### config.mk
export PLATFORM = sky130hd
export DESIGN_NAME = wb4_arbiter
export DESIGN_NICKNAME = d
export VERILOG_FILES = /design/src/rtl/wb4_arbiter_pkg.sv /design/src/rtl/wb4_rrpick.sv /design/src/rtl/wb4_arbiter.sv
export SDC_FILE = /design/constraint.sdc
export NUM_CORES = 1
export LEC_CHECK = 0
export ABC_CLOCK_PERIOD_IN_PS = 2150
export CAP_MARGIN = 40
export CORE_AREA = 3 3 110 112
export DETAILED_ROUTE_END_ITERATION = 10
export DIE_AREA = 0 0 113 115
export HOLD_SLACK_MARGIN = 0.08
export PLACE_DENSITY = 0.66
export SYNTH_ARGS = -nofsm -noshare
export SYNTH_HDL_FRONTEND = slang
export SYNTH_HIERARCHICAL = 1
export SYNTH_SLANG_ARGS = --single-unit
### constraint.sdc
create_clock -name wb4_clk_i -period 2.15 [get_ports wb4_clk_i]
set_clock_uncertainty 0.15 [all_clocks]
set_input_delay 0.43 -clock wb4_clk_i [delete_from_list [all_inputs] [get_ports wb4_clk_i]]
set_output_delay 0.43 -clock wb4_clk_i [all_outputs]
set_load 0.01 [all_outputs]
### src/rtl/wb4_arbiter_pkg.sv
// Shared constants and helpers for the Wishbone B4 arbiter and its round-robin picker.
package wb4_arbiter_pkg;

    localparam logic [0:0] WB4ARB_IDLE = 1'b0;
    localparam logic [0:0] WB4ARB_BUSY = 1'b1;

    // Ceiling log2, elaboration-time only; clog2(1) = 0.
    function automatic int clog2(input int value);
        int r;
        r = 0;
        while ((1 << r) < value) begin
            r = r + 1;
        end
        return r;
    endfunction

    // Wraps an index that exceeds the modulus by less than one period.
    function automatic int rr_wrap(input int value, input int modulus);
        return (value >= modulus) ? value - modulus : value;
    endfunction

endpackage

### src/rtl/wb4_rrpick.sv
// Combinational round-robin picker: first set request bit searching upward from last+1, wrapping.
module wb4_rrpick
    import wb4_arbiter_pkg::*;
#(
    parameter int MASTERCOUNT = 2,
    localparam int IDXW = clog2(MASTERCOUNT)
) (
    input  logic [MASTERCOUNT-1:0] req_i,
    input  logic [IDXW-1:0]        last_i,
    output logic                   found_o,
    output logic [IDXW-1:0]        idx_o
);

    logic [IDXW-1:0] cand;

    // NOTE: every signal written in always_comb gets a default first, so no path can infer a latch.
    always_comb begin
        found_o = |req_i;
        idx_o   = '0;
        cand    = '0;
        // Walk from the farthest candidate back toward last+1 so the nearest requester wins.
        for (int i = MASTERCOUNT; i >= 1; i--) begin
            cand = IDXW'(rr_wrap(int'(last_i) + i, MASTERCOUNT));
            if (req_i[cand]) begin
                idx_o = cand;
            end
        end
    end

endmodule

### src/rtl/wb4_arbiter.sv
// Wishbone B4 pipelined arbiter: grants one slave port to one of MASTERCOUNT masters per cyc,
// round-robin, with a progress watchdog that forces release of a stuck cycle.
module wb4_arbiter
    import wb4_arbiter_pkg::*;
#(
    parameter int MASTERCOUNT = 2,
    parameter int ARCHBITSZ   = 32,
    parameter int TIMEOUT     = 1024
) (
    input  logic                              wb4_clk_i,
    input  logic                              wb4_rst_i,
    input  logic [MASTERCOUNT-1:0]            m_wb4_cyc_i,
    input  logic [MASTERCOUNT-1:0]            m_wb4_stb_i,
    input  logic [MASTERCOUNT-1:0]            m_wb4_we_i,
    input  logic [MASTERCOUNT*ARCHBITSZ-1:0]  m_wb4_addr_i,
    input  logic [MASTERCOUNT*ARCHBITSZ-1:0]  m_wb4_data_i,
    input  logic [MASTERCOUNT*(ARCHBITSZ/8)-1:0] m_wb4_sel_i,
    output logic [MASTERCOUNT-1:0]            m_wb4_stall_o,
    output logic [MASTERCOUNT-1:0]            m_wb4_ack_o,
    output logic [MASTERCOUNT-1:0]            m_wb4_err_o,
    output logic [ARCHBITSZ-1:0]              m_wb4_data_o,
    output logic                              s_wb4_cyc_o,
    output logic                              s_wb4_stb_o,
    output logic                              s_wb4_we_o,
    output logic [ARCHBITSZ-1:0]              s_wb4_addr_o,
    output logic [ARCHBITSZ-1:0]              s_wb4_data_o,
    output logic [ARCHBITSZ/8-1:0]            s_wb4_sel_o,
    input  logic                              s_wb4_stall_i,
    input  logic                              s_wb4_ack_i,
    input  logic [ARCHBITSZ-1:0]              s_wb4_data_i
);

    localparam int IDXW = clog2(MASTERCOUNT);
    localparam int SELW = ARCHBITSZ / 8;
    localparam int WDW  = (TIMEOUT == 0) ? 1 : clog2(TIMEOUT + 1);
    localparam logic [WDW-1:0]  WD_LAST  = (TIMEOUT == 0) ? '0 : WDW'(TIMEOUT - 1);
    localparam logic [IDXW-1:0] LAST_RST = IDXW'(MASTERCOUNT - 1);

    logic [0:0]      state_q, state_d;
    logic [IDXW-1:0] gnt_q, gnt_d;
    logic [IDXW-1:0] last_q, last_d;
    logic [WDW-1:0]  wdcnt_q, wdcnt_d;

    logic            busy;
    logic            expire;
    logic            progress;
    logic [IDXW-1:0] mux_idx;
    logic            g_cyc, g_stb, g_we;
    logic            pick_found;
    logic [IDXW-1:0] pick_idx;

    assign busy    = (state_q == WB4ARB_BUSY);
    assign mux_idx = busy ? gnt_q : '0;

    always_comb begin
        g_cyc        = 1'b0;
        g_stb        = 1'b0;
        g_we         = 1'b0;
        s_wb4_addr_o = '0;
        s_wb4_data_o = '0;
        s_wb4_sel_o  = '0;
        for (int k = 0; k < MASTERCOUNT; k++) begin
            if (mux_idx == IDXW'(k)) begin
                g_cyc        = m_wb4_cyc_i[k];
                g_stb        = m_wb4_stb_i[k];
                g_we         = m_wb4_we_i[k];
                s_wb4_addr_o = m_wb4_addr_i[k*ARCHBITSZ +: ARCHBITSZ];
                s_wb4_data_o = m_wb4_data_i[k*ARCHBITSZ +: ARCHBITSZ];
                s_wb4_sel_o  = m_wb4_sel_i[k*SELW +: SELW];
            end
        end
    end

    assign s_wb4_cyc_o = busy & g_cyc;
    assign s_wb4_stb_o = busy & g_stb;
    assign s_wb4_we_o  = busy & g_we;

    // Progress is any ack or any request the slave takes; either one restarts the watchdog.
    assign progress = s_wb4_ack_i | (s_wb4_stb_o & ~s_wb4_stall_i);
    assign expire   = (TIMEOUT != 0) && busy && (wdcnt_q == WD_LAST);

    assign m_wb4_data_o = s_wb4_data_i;

    always_comb begin
        m_wb4_stall_o = '1;
        m_wb4_ack_o   = '0;
        m_wb4_err_o   = '0;
        for (int k = 0; k < MASTERCOUNT; k++) begin
            if (busy && (gnt_q == IDXW'(k))) begin
                m_wb4_stall_o[k] = s_wb4_stall_i;
                m_wb4_ack_o[k]   = s_wb4_ack_i;
                m_wb4_err_o[k]   = expire;
            end
        end
    end

    wb4_rrpick #(
        .MASTERCOUNT (MASTERCOUNT)
    ) u_rrpick (
        .req_i   (m_wb4_cyc_i),
        .last_i  (last_q),
        .found_o (pick_found),
        .idx_o   (pick_idx)
    );

    always_comb begin
        state_d = state_q;
        gnt_d   = gnt_q;
        last_d  = last_q;
        wdcnt_d = wdcnt_q;
        if (!busy) begin
            wdcnt_d = '0;
            if (pick_found) begin
                state_d = WB4ARB_BUSY;
                gnt_d   = pick_idx;
                last_d  = pick_idx;
            end
        end else if (!g_cyc || expire) begin
            state_d = WB4ARB_IDLE;
            wdcnt_d = '0;
        end else if (progress) begin
            wdcnt_d = '0;
        end else begin
            wdcnt_d = wdcnt_q + WDW'(1);
        end
    end

    // NOTE: sequential state uses non-blocking assignments so every register samples pre-edge values.
    always_ff @(posedge wb4_clk_i) begin
        if (wb4_rst_i) begin
            state_q <= WB4ARB_IDLE;
            gnt_q   <= '0;
            last_q  <= LAST_RST;
            wdcnt_q <= '0;
        end else begin
            state_q <= state_d;
            gnt_q   <= gnt_d;
            last_q  <= last_d;
            wdcnt_q <= wdcnt_d;
        end
    end

endmodule

==> results.md <==
* CP max stage cell: or4_4
* Worst path max stage delay at 0.50 ns
* H-tree depth at 1
* Finished Layout Cells at 545
* Synth Cell Area at 0.001789 mm²
* Final Max Tran Viols at 0
* Yosys Warn Count at 6
* FMAX at 458.5 MHz
* Power Internal at 932.3 µW
* WL/cell at 19.04 µm
* Violated checks: negative setup slack
* Clk slew on worst S/H paths at 0.05 ns
* # Max-Cap Violations at 0
* Worst slew pin tran at 0.6099 ns
* CORE AREA at 0.01132 mm²
* Die span in x at 113 µm
* Seq pwr share at 21.7%
* PortBufs at 222
* Placer Congestion at 0.8259
* CTS tree: built
* Crit path DAT at 1.60 ns
* DPL Wire Length at 8585 µm
* Antenna violations before repair at 2
* Sw Ratio at 26.16%
* Synthesized flop and latch total at 14
* Worst R2R End: wdcnt_q[5]
* Placement Setup Slack at -0.2666 ns
* Nets at 583
* R2R cell count at 7
* Sequential area share after synthesis at 15.66%
* Vias at 2280
* TritonCTS buffer count at 3
* Worst Path Max Fanout at 2
* Tcrit/Tclk final at 101.4%
* CP bufs+invs at 1
* Die Span Y at 115 µm
* Reg2reg start: gnt_q
* Endpoints failing hold at 0
* Total congestion overflow at 0
* Iteration-0 DRC Markers at 53
* FF-to-FF setup slack at 0.36 ns
* Largest net degree at the start of global routing at 15
* Leak pwr at 1.713 nW
* Worst slew margin at 59.03%
* Library cells used by synthesis at 42
* Inst Count DP at 535
* Drt pass-1 iters at 4
* Critical path cell sequence: ha_4 > nand3_2 > or4_4 > nor3b_2 > buf_2
* Hold/Removal Path Class: register to register
* Tot GR Track Use at 14.93%
* Setup ws final at -0.03100 ns
* Crit path time final at 2.181 ns
* First-pass GRT wire length at 14870 µm
* DRC Markers at 0
* Vias in the first global route at 2467
* Skew-Pair Late Insertion Delay at 0.24 ns
* Total Power at 1.263 mW
* CP Class: register to output port
* WHS Endpoint: last_q
* RSZ-0062 raised after global routing: yes
* Diodes inserted at 0
* Clock power frac at 27.2%
* Final setup fails at 1
* Layout cells sized above 1 at 26.37%
* Status: finished, violations left
* Area of the die at 0.01300 mm²
* Post-Route WL at 10380 µm
* Top-Level Pins at 287
* Hold wc startpoint: last_q
* Initial Utilization at 15.80%
* Syn avg cell area at 9.568 µm²
* CTS root buffer: clkbuf_16
* Cell count after synthesis at 187
* Row cnt at 39
* Via density at 4.183
* Critical Path Source Type: register
* Largest buffer count on any clock path at 2
* Area grow syn2layout at 133.6%
* Post-route ant nets at 0
* P_sw at 330.2 µW
* Top Family by Delay on Critical Path: simple AND/OR/NAND/NOR gates
* Worst Path Required at 1.57 ns
* Power per Cell Area at 302.1 mW/mm²
* Critical path endpoint category: output port
* Worst VDD drop at 277.5 µV
* # clock sinks at 14
* Comb power frac at 51.1%
* Syn Nets at 366
* WHS Path Cells at 2
[cells in the mapped netlist]
cell        n  area [µm²]
or2_1       1       6.260
dfxtp_1    14       280.3
mux2_1     62       698.2
mux2i_1     2       20.02
nand2_1     5       18.77
nor2_1      3       11.26
o21ai_0     2       10.01
a211oi_1    3       22.52
nand3_2     1       10.01
nand2_2     1       6.260
or4_4       1       11.26
or4_1       3       22.52
or3b_1      1       8.760
nor4_4      1       21.27
xor2_1      1       8.760
nor3b_2     1       12.51
o2111ai_1   1       8.760
ha_1        1       12.51
clkbuf_1    1       3.750
nand3b_1    2       15.01
a211oi_2    1       12.51
nand4_1     1       6.260
mux2_2      7       78.83
or3_1       2       12.51
and3_1      1       6.260
and2_1      1       6.260
nand3_1     2       10.01
nor3b_1     1       7.510
o31ai_1     4       30.03
nor2b_1     2       12.51
nand2b_1    2       12.51
nor3_1      4       20.02
a21oi_1     3       15.01
and3b_1     1       8.760
inv_1       1       3.750
nand4_2     1       12.51
xnor2_1     2       17.52
o22ai_1     1       6.260
or2_2       1       6.260
a21boi_1    1       7.510
buf_4      33       247.7
buf_2       8       40.04
[worst max path at each step]
stage | startpoint | end | slack [ns] | cells after the start
after floorplan | wdcnt_q[0] | m_wb4_err_o[0] | 0.08 | 4
after global placement | m_wb4_cyc_i[0] | s_wb4_cyc_o | -0.27 | 4
after detailed placement | m_wb4_cyc_i[0] | s_wb4_cyc_o | -0.27 | 4
after CTS | gnt_q | s_wb4_addr_o[22] | -0.04 | 5
after global routing | wdcnt_q[1] | m_wb4_err_o[0] | -0.09 | 5
final | wdcnt_q[1] | m_wb4_err_o[0] | -0.03 | 5
[repair_timing]
action,CTS,global route
hold buffers,0,0
endpoints found under the setup margin,77,47
buffers inserted,4,2
gates resized for setup,177,47
pin swaps,2,4
gates cloned,2,1
[per-stage QoR]
| stage | TNS, ns | cell area [µm²] | util [%] | hold WS [ns] |
|---|---|---|---|---|
| 6_report | -0.03100 | 4179 | 36.91 | 0.3310 |
| 5_1_grt | -0.1644 | 4179 | 36.91 | 0.3600 |
| 4_1_cts | -0.1487 | 4209 | 37.18 | 0.3329 |
| 3_5_place_dp | -5.331 | 4119 | 36.38 | 0.3217 |
| 3_3_place_gp | -5.164 | 4119 | 36.38 | 0.3118 |
| 2_1_floorplan | 0 | 1789 | - | 0.2806 |
[logic make-up (layout without fill, tap and decap cells)]
group / count (synthesis) / after routing / synth area share, %
muxes: 71 / 71 / 44.55
buffers and inverters: 43 / 258 / 16.50
and+or+nand+nor: 39 / 39 / 14.83
AOI/OAI and AO/OA: 16 / 16 / 6.294
DFF: 14 / 14 / 15.66
xor gates and xnor gates: 3 / 3 / 1.469
adders and majority gates: 1 / 1 / 0.6992
[tightest hold or removal path: cells and delay by family, from the launching register on]
kind,cells,cell delay (ns)
compound gates,1,0.06
flops,1,0.33
simple gates,1,0.06
[power groups by stage]
stage / Sequential [mW] / Combinational, mW / Clock (mW)
2_1_floorplan: 0.274 / 0.242 / 0
3_3_place_gp: 0.276 / 0.684 / 0
3_5_place_dp: 0.276 / 0.687 / 0
4_1_cts: 0.274 / 0.651 / 0.348
5_1_grt: 0.275 / 0.688 / 0.363
6_report: 0.275 / 0.645 / 0.343
[per-layer routing]
metal	vias up	part of all wire (%)	wire length, µm	global-route usage (%)
met3	8	15	1588	9.632
met1	1035	41	4236	18.11
li1	1083	-	-	-
met4	4	0.49	51	2.324
met2	150	43	4486	22.75
met5	-	0.14	15	0
[cell usage in the layout (no fill, tap or decap), types with 5 or more instances in the layout]
cell type / n
buf_2: 23
buf_4: 24
buf_6: 5
clkbuf_2: 11
clkdlybuf4s15_1: 13
clkdlybuf4s50_1: 145
dfxtp_1: 10
dlygate4sd2_1: 27
mux2_1: 51
mux2_2: 7
mux2_4: 11
[cell type report]
class	count	area, µm²
clock buffer	3	75.07
fill	1147	7142
inverter	1	3.754
multi-input combinational	130	1291
sequential	14	290.3
tap	143	178.9
timing repair buffer	254	2340
[sequential cells by signal, summed over array words and instances (netlist names)]
name / cells
busy: 1
wdcnt_q: 11
gnt_q: 1
last_q: 1
No activity file was read; power rests on OpenSTA's default activity.
